<file path="config.mk">
export PLATFORM = sky130hd
export DESIGN_NAME = instr_fetch_unit
export DESIGN_NICKNAME = d
export VERILOG_FILES = /design/src/rtl/fetch_pkg.sv /design/src/rtl/pc_next_calc.sv /design/src/rtl/instr_fetch_unit.sv
export SDC_FILE = /design/constraint.sdc
export NUM_CORES = 1
export LEC_CHECK = 0
export ABC_CLOCK_PERIOD_IN_PS = 3400
export BUFFER_PORTS_ARGS = -buffer_cell sky130_fd_sc_hd__buf_2
export CORE_UTILIZATION = 50
export DETAILED_ROUTE_END_ITERATION = 10
export GPL_TIMING_DRIVEN = 0
export PLACE_DENSITY = 0.76
export SETUP_SLACK_MARGIN = 0.5
export SLEW_MARGIN = 40
export SYNTH_ARGS = -nofsm -noshare
export SYNTH_HDL_FRONTEND = slang
export SYNTH_SLANG_ARGS = --single-unit
</file>
<file path="constraint.sdc">
create_clock -name CLK -period 3.4 [get_ports CLK]
set_clock_uncertainty 0.1 [all_clocks]
set_input_delay 0.17 -clock CLK [delete_from_list [all_inputs] [get_ports CLK]]
set_output_delay 0.17 -clock CLK [all_outputs]
set_load 0.02 [all_outputs]
</file>
<file path="src/rtl/fetch_pkg.sv">
// Shared types and constants for the instruction fetch unit: FSM encoding,
// PC increment and the bit positions of every instruction-register field.
package fetch_pkg;

   typedef enum logic {
      FETCH = 1'b0,
      EXEC  = 1'b1
   } fetch_state_e;

   localparam logic [31:0] PC_INCR = 32'd4;

   localparam int OPCODE_MSB = 31;
   localparam int OPCODE_LSB = 24;
   localparam int OFFSET_MSB = 23;
   localparam int OFFSET_LSB = 16;
   localparam int DEST_MSB   = 18;
   localparam int DEST_LSB   = 16;
   localparam int SRC1_MSB   = 10;
   localparam int SRC1_LSB   = 8;
   localparam int SRC2_MSB   = 2;
   localparam int SRC2_LSB   = 0;
   localparam int IMM_MSB    = 7;
   localparam int IMM_LSB    = 0;

   // Signed word offset converted to a byte displacement.
   function automatic logic [31:0] offset_to_bytes(input logic [7:0] offset);
      return {{22{offset[7]}}, offset, 2'b00};
   endfunction

endpackage

</file>
<file path="src/rtl/pc_next_calc.sv">
// Next program counter: sequential PC+4, plus the sign-extended word offset
// when a jump is requested or a branch-if-equal sees ZERO set.
module pc_next_calc
   import fetch_pkg::*;
(
   input  logic [31:0] pc_i,
   input  logic [7:0]  offset_i,
   input  logic        jump_i,
   input  logic        branch_i,
   input  logic        zero_i,
   output logic [31:0] next_pc_o
);

   logic        take;
   logic [31:0] disp;

   // JUMP wins over BRANCH simply because either one enables the same offset.
   assign take      = jump_i | (branch_i & zero_i);
   assign disp      = take ? offset_to_bytes(offset_i) : 32'd0;
   assign next_pc_o = pc_i + PC_INCR + disp;

endmodule

</file>
<file path="src/rtl/instr_fetch_unit.sv">
// Two-state fetch/execute sequencer: latches an instruction word while memory
// is ready, presents its decoded fields during EXEC, then advances the PC.
module instr_fetch_unit
   import fetch_pkg::*;
#(
   parameter logic [31:0] RESET_PC = 32'h0000_0000
) (
   input  logic        CLK,
   input  logic        RESET,
   input  logic [31:0] INSTR_IN,
   input  logic        BUSYWAIT,
   input  logic        DSTALL,
   input  logic        JUMP,
   input  logic        BRANCH,
   input  logic        ZERO,
   output logic [31:0] PC,
   output logic        INSTR_READ,
   output logic        VALID,
   output logic [7:0]  OPCODE,
   output logic [2:0]  INADDRESS,
   output logic [2:0]  OUT1ADDRESS,
   output logic [2:0]  OUT2ADDRESS,
   output logic [7:0]  IMMEDIATE
);

   fetch_state_e state_q, state_d;
   logic [31:0]  pc_q, pc_d;
   logic [31:0]  ir_q, ir_d;
   logic [31:0]  next_pc;
   logic         ir_unused;

   pc_next_calc u_pc_next_calc (
      .pc_i      (pc_q),
      .offset_i  (ir_q[OFFSET_MSB:OFFSET_LSB]),
      .jump_i    (JUMP),
      .branch_i  (BRANCH),
      .zero_i    (ZERO),
      .next_pc_o (next_pc)
   );

   always_ff @(posedge CLK or posedge RESET) begin
      if (RESET) begin
         state_q <= FETCH;
         pc_q    <= RESET_PC;
         ir_q    <= 32'd0;
      end else begin
         state_q <= state_d;
         pc_q    <= pc_d;
         ir_q    <= ir_d;
      end
   end

   // Control inputs only matter on the EXEC edge that actually retires.
   always_comb begin
      state_d = state_q;
      pc_d    = pc_q;
      ir_d    = ir_q;
      case (state_q)
         FETCH: begin
            if (!BUSYWAIT) begin
               ir_d    = INSTR_IN;
               state_d = EXEC;
            end
         end
         EXEC: begin
            if (!DSTALL) begin
               pc_d    = next_pc;
               state_d = FETCH;
            end
         end
         default: state_d = FETCH;
      endcase
   end

   // Handshake flags are forced low for the whole time RESET is held.
   assign INSTR_READ  = (state_q == FETCH) & ~RESET;
   assign VALID       = (state_q == EXEC) & ~RESET;
   assign PC          = pc_q;

   assign OPCODE      = ir_q[OPCODE_MSB:OPCODE_LSB];
   assign INADDRESS   = ir_q[DEST_MSB:DEST_LSB];
   assign OUT1ADDRESS = ir_q[SRC1_MSB:SRC1_LSB];
   assign OUT2ADDRESS = ir_q[SRC2_MSB:SRC2_LSB];
   assign IMMEDIATE   = ir_q[IMM_MSB:IMM_LSB];

   assign ir_unused   = ^ir_q[15:11];

endmodule

</file>
# Yosys cells after proc, flatten, opt, wreduce, memory -nomap -nowiden
# Cells that the tools add are included.
# W data, S select, Z words.
# totals
reg_bits,65
input_bits,39
output_inout_bits,59
wordCells,19
# op_classes
add_sub_neg,2
mux,4
n_bitwise,8
n_reduce_logical,2
# op_table
cell,n
$add A32 B3 Y32 const B,1
$add A32 B32 Y32,1
$mux W32,1
$not A1 Y1,4
$reduce_and A2 Y1,2
$and A1 B1 Y1,3
$mux W1,2
$pmux W1 S2,1
$or A1 B1 Y1,1

# Depth between registers and ports, before layout
# logic_depth
word_depth,4
mapped_depth,15
mapped_depth_nobuf,14

# Modules after synthesis
# From an unflattened synthesis, not the netlist that was laid out.
# hier_totals
cells_unflattened,439
area_unflattened_um2,4616.9
# modules_own_cells
module,n_inst,cells_each,area_each_um2,seq_area_each_um2
instr_fetch_unit,1,156,2606.2,1501.4
pc_next_calc,1,283,2010.7,0.0

# Least setup slack after synthesis
# Ideal clock, no wire load.
# synth_path
path_type,in2reg
from,in BRANCH
to,reg pc_q[28] (netlist: PC[28])
setup_ns,0.087
arrival_ns,3.233
required_ns,3.213
setup_slack_ns,-0.019
path_stages,15
path_buffers,3
path_cell_list,a21oi_1 -> nand2b_1 -> clkbuf_1 -> buf_2 -> xnor2_1 -> ha_1 -> buf_2 -> o21ai_0 -> o21bai_1 -> nand2b_1 -> a221o_1 -> o311a_1 -> o21bai_1 -> mux2_2 -> o211ai_1
# synth_via
elab_chain_len,4
# synth_rtl
element,line,rtl
start: declaration,instr_fetch_unit.sv:14,"input logic BRANCH,"
$and A1 B1 Y1,pc_next_calc.sv:18,assign take = jump_i | (branch_i & zero_i);
$or A1 B1 Y1,pc_next_calc.sv:18,
$mux W32,pc_next_calc.sv:19,assign disp = take ? offset_to_bytes(offset_i) : 32'd0;
$add A32 B32 Y32,pc_next_calc.sv:20,assign next_pc_o = pc_i + PC_INCR + disp;
end signal: assignment,instr_fetch_unit.sv:48,pc_q <= pc_d;
end: declaration,instr_fetch_unit.sv:27,"logic [31:0] pc_q, pc_d;"
# Every way passes these cells.
# A chain may end at the register's enable or synchronous reset.

# Worst setup path after layout
# layout_path
from,reg ir_q[23]
to,reg pc_q[29] (netlist: PC[29])
# layout_via
elab_chain_len,2
# layout_rtl
element,line,rtl
start: declaration,instr_fetch_unit.sv:28,"logic [31:0] ir_q, ir_d;"
start signal: assignment,instr_fetch_unit.sv:49,ir_q <= ir_d;
$mux W32,pc_next_calc.sv:19,
$add A32 B32 Y32,pc_next_calc.sv:20,
# Every way passes these cells.

==> flow_summary.toml <==
[worst_setup_path]
cp.arrival_ns = 3.39
cp_cell_sequence = "nand2b_4, buf_8, buf_12, xnor2_4, ha_4, a211oi_2, o21bai_1, buf_4, buf_6, buf_6, buf_6, buf_6, a221o_2, nor4b_4, o21ai_1, xor2_1, o21ai_1"
startpoint_type = "flip-flop"
reg2reg_from = "ir_q[23]"
path_max_fanout = 6
reg2reg_setup_slack_ns = 0.13
critPathCaptureType = "flip-flop"
crit_path_frequent_cell = "buf_6"
max_stage_delay_ns = 0.42
critical_path_class = "reg2reg"
r2r-end = "PC[29]"
cp_slowest_cell = "dfrtp_2"
r2r_cells = 17
cp.required_ns = 3.53

[synthesis]
ys_warn_count = 0
seq_area_frac_synth_pct = 33.3
async_reset_ff_share_pct = 100
synth_top_family_by_area = "compound AO/OA/AOI/OAI gates"
yosys.area_share.simple_pct = 15.6
yosys-top-cells-area = "dfrtp_1, ha_1, mux2_2"
synth_fa_ha_area_share_pct = 10.5
muxShareOfSynthArea_pct = 7.47
syn_avg_cell_area_um2 = 9.11
synth-edff-count = 0
synth_seq_cells = 58
synth_xor_area_share_pct = 9.26
ys_types = 54
postSynthCellCount = 478
yosys.area.top_type = "dfrtp_1"
yosys.area.top_type_share_pct = 33.3
synth_area_um2 = 4350
synth-main-ff-cell = "dfrtp_1"
synth_compound_area_share_pct = 16.3

[timing]
max_slew_margin_pct = 52.2
fmax_mhz = 306
tightest_slew_ns = 0.714
timing_hold_violations_final = 0
rsz0062_at_grt = "true"
drv_slew = 0
fin_crit_ns = 3.27
setup-violations-final = 0
fin_hold_ws_ns = 0.0849
period_share_pct = 96.1
worst_slack_ns = 0.132

[clock_network]
cts_tree = "done"
htreeDepth = 3
cts.sinks = 58
ctsRootBufferMaster = "clkbuf_8"
cts_made_buffers = 9
clock_path_buffers = 2
clkLatencyLatePin_ns = 0.36
path_clk_slew_ns = 0.08

[detailed_routing]
vias = 4554
highest_layer = "met4"
wl_met3_um = 1170
drc_errors = 0
viasPerCell = 5.96
ant_nets = 0
wire_per_inst_um = 19.0
met2_length_um = 7150
initialDrtViolationCount = 401
drt-pass1-iter-count = 5
met1_length_um = 5430
wl_um = 14500

[floorplanning]
io_pins = 98
die_y_um = 95.3
core.rowCount = 33
dieArea_um2 = 9080
die_x_um = 95.3
start_util_pct = 52.2
coreArea_um2 = 8340

[global_route]
grt_overflow = 0
grt_pass1_vias = 4340
grt_max_degree = 31
grt_pass1_wl_um = 20800
antenna_found_initial = 0
grt_use_total_pct = 30.0

[cells_and_area]
nFillCells = 496
drive_above_1_share_pct = 45.2
syn2layout_area_growth_pct = 50.7
final_cell_mix = "buf_2, buf_4, dfrtp_1"
seq_area_um2 = 1450
final_util_pct = 78.6
diodes = 0
fin_nets = 729
layout_commonest_cell = "buf_2"
multiInputGateArea_um2 = 3160

[placement]
hpwlAfterDp_um = 7610
port_buffers = 90
gp_congestion = 0.915
place_ws_ns = -0.164

[pwr]
pwr-share-comb_pct = 67.7
switching_share_pct = 46.4
leakage_nw = 3.09
p_switching_w = 0.00297
ir_drop_mv = 0.499
cellPowerDensity_nw_per_um2 = 974
p_seq_share_pct = 19.2
internal_power_w = 0.00343
power.share.clock_pct = 13.1

[worst_hold_path]
hp-class = "in2reg"
min_from = "DSTALL"
min_to = "PC[3]"
holdPathStages = 4

[status]
run_status = "finished, final reports clean"

[run]
cap_violations = 0
-- power groups by stage --
stage	combinational [W]	clock, W	sequential, W
after floorplan	0.00210	0	0.00135
after global placement	0.00291	0	0.00117
after detailed placement	0.00298	0	0.00119
after CTS	0.00369	0.000830	0.00120
after global routing	0.00460	0.000862	0.00126
final	0.00433	0.000839	0.00123
-- worst max-delay path by stage --
| stage | start | to | slack, ns |
|---|---|---|---|
| after floorplan | ZERO | PC[28] | 0.45 |
| after global placement | ZERO | PC[28] | -0.11 |
| after detailed placement | ZERO | PC[28] | -0.16 |
| after CTS | ir_q[23] | PC[28] | 0.19 |
| after global routing | ir_q[23] | PC[28] | 0.008 |
| final | ir_q[23] | PC[29] | 0.13 |
-- cells in the mapped netlist (6+ instances only) --
cell,n
xor2_1,13
nand2_1,56
nor2_1,18
and2_1,21
clkbuf_1,14
buf_4,28
ha_1,35
a21o_1,8
inv_1,10
dfrtp_1,58
nand2b_1,6
nor2b_1,10
mux2_2,28
o21ai_0,41
xnor2_1,33
a21oi_1,29
-- per-layer routing --
metal,up-vias,global-route usage (%)
li1,2001,-
met1,2167,35.1
met2,294,51.8
met3,92,6.06
met4,0,15.3
met5,-,0
-- kinds of logic (layout without fill, tap and decap cells) --
group / Yosys count / count (layout)
mux: 29 / 29
buf+inv: 57 / 237
xor+xnor: 46 / 46
flops: 58 / 58
simple gates: 137 / 137
other cells: 1 / 2
compound gates: 114 / 114
fa+ha+maj: 36 / 36
-- critical path, delay by kind of cell (launching register included) --
family / cells / cell delay, ns
flops: 1 / 0.42
compound gates: 5 / 1.01
simple gates: 2 / 0.21
fa+ha+maj: 1 / 0.23
xor+xnor: 2 / 0.32
buf+inv: 7 / 0.82
-- per-stage QoR --
| stage | total power (W) | cells | TNS [ns] | instance area, um2 |
|---|---|---|---|---|
| after floorplan | 0.00346 | 479 | 0 | 4430 |
| after global placement | 0.00408 | 674 | -0.187 | 5010 |
| after detailed placement | 0.00417 | 675 | -0.335 | 5040 |
| after CTS | 0.00572 | 756 | 0 | 6240 |
| after global routing | 0.00673 | 764 | 0 | 6560 |
| final | 0.00639 | 764 | 0 | 6560 |
-- flip-flops by register name, summed over array words and instances (netlist names) --
signal   count
PC          30
ir_q        27
state_q      1
-- cell type report --
type | count | area share (%)
clock buffer | 9 | 1.89
tap | 105 | 2.00
sequential | 58 | 22.2
multi-input combinational | 364 | 48.2
inverter | 10 | 0.610
clock inverter | 7 | 1.91
timing repair buffer | 164 | 17.6
buffer | 47 | 5.55
-- repair_timing --
item / CTS / global route
setup buffers: 36 / 8
setup endpoints to repair: 15 / 19
endpoints found under the hold margin: 56 / 0
pin swaps: 33 / 38
cloned: 0 / 0
gates resized for setup: 86 / 51
hold buffers: 29 / 0
No activity file was read; power rests on OpenSTA's default activity.
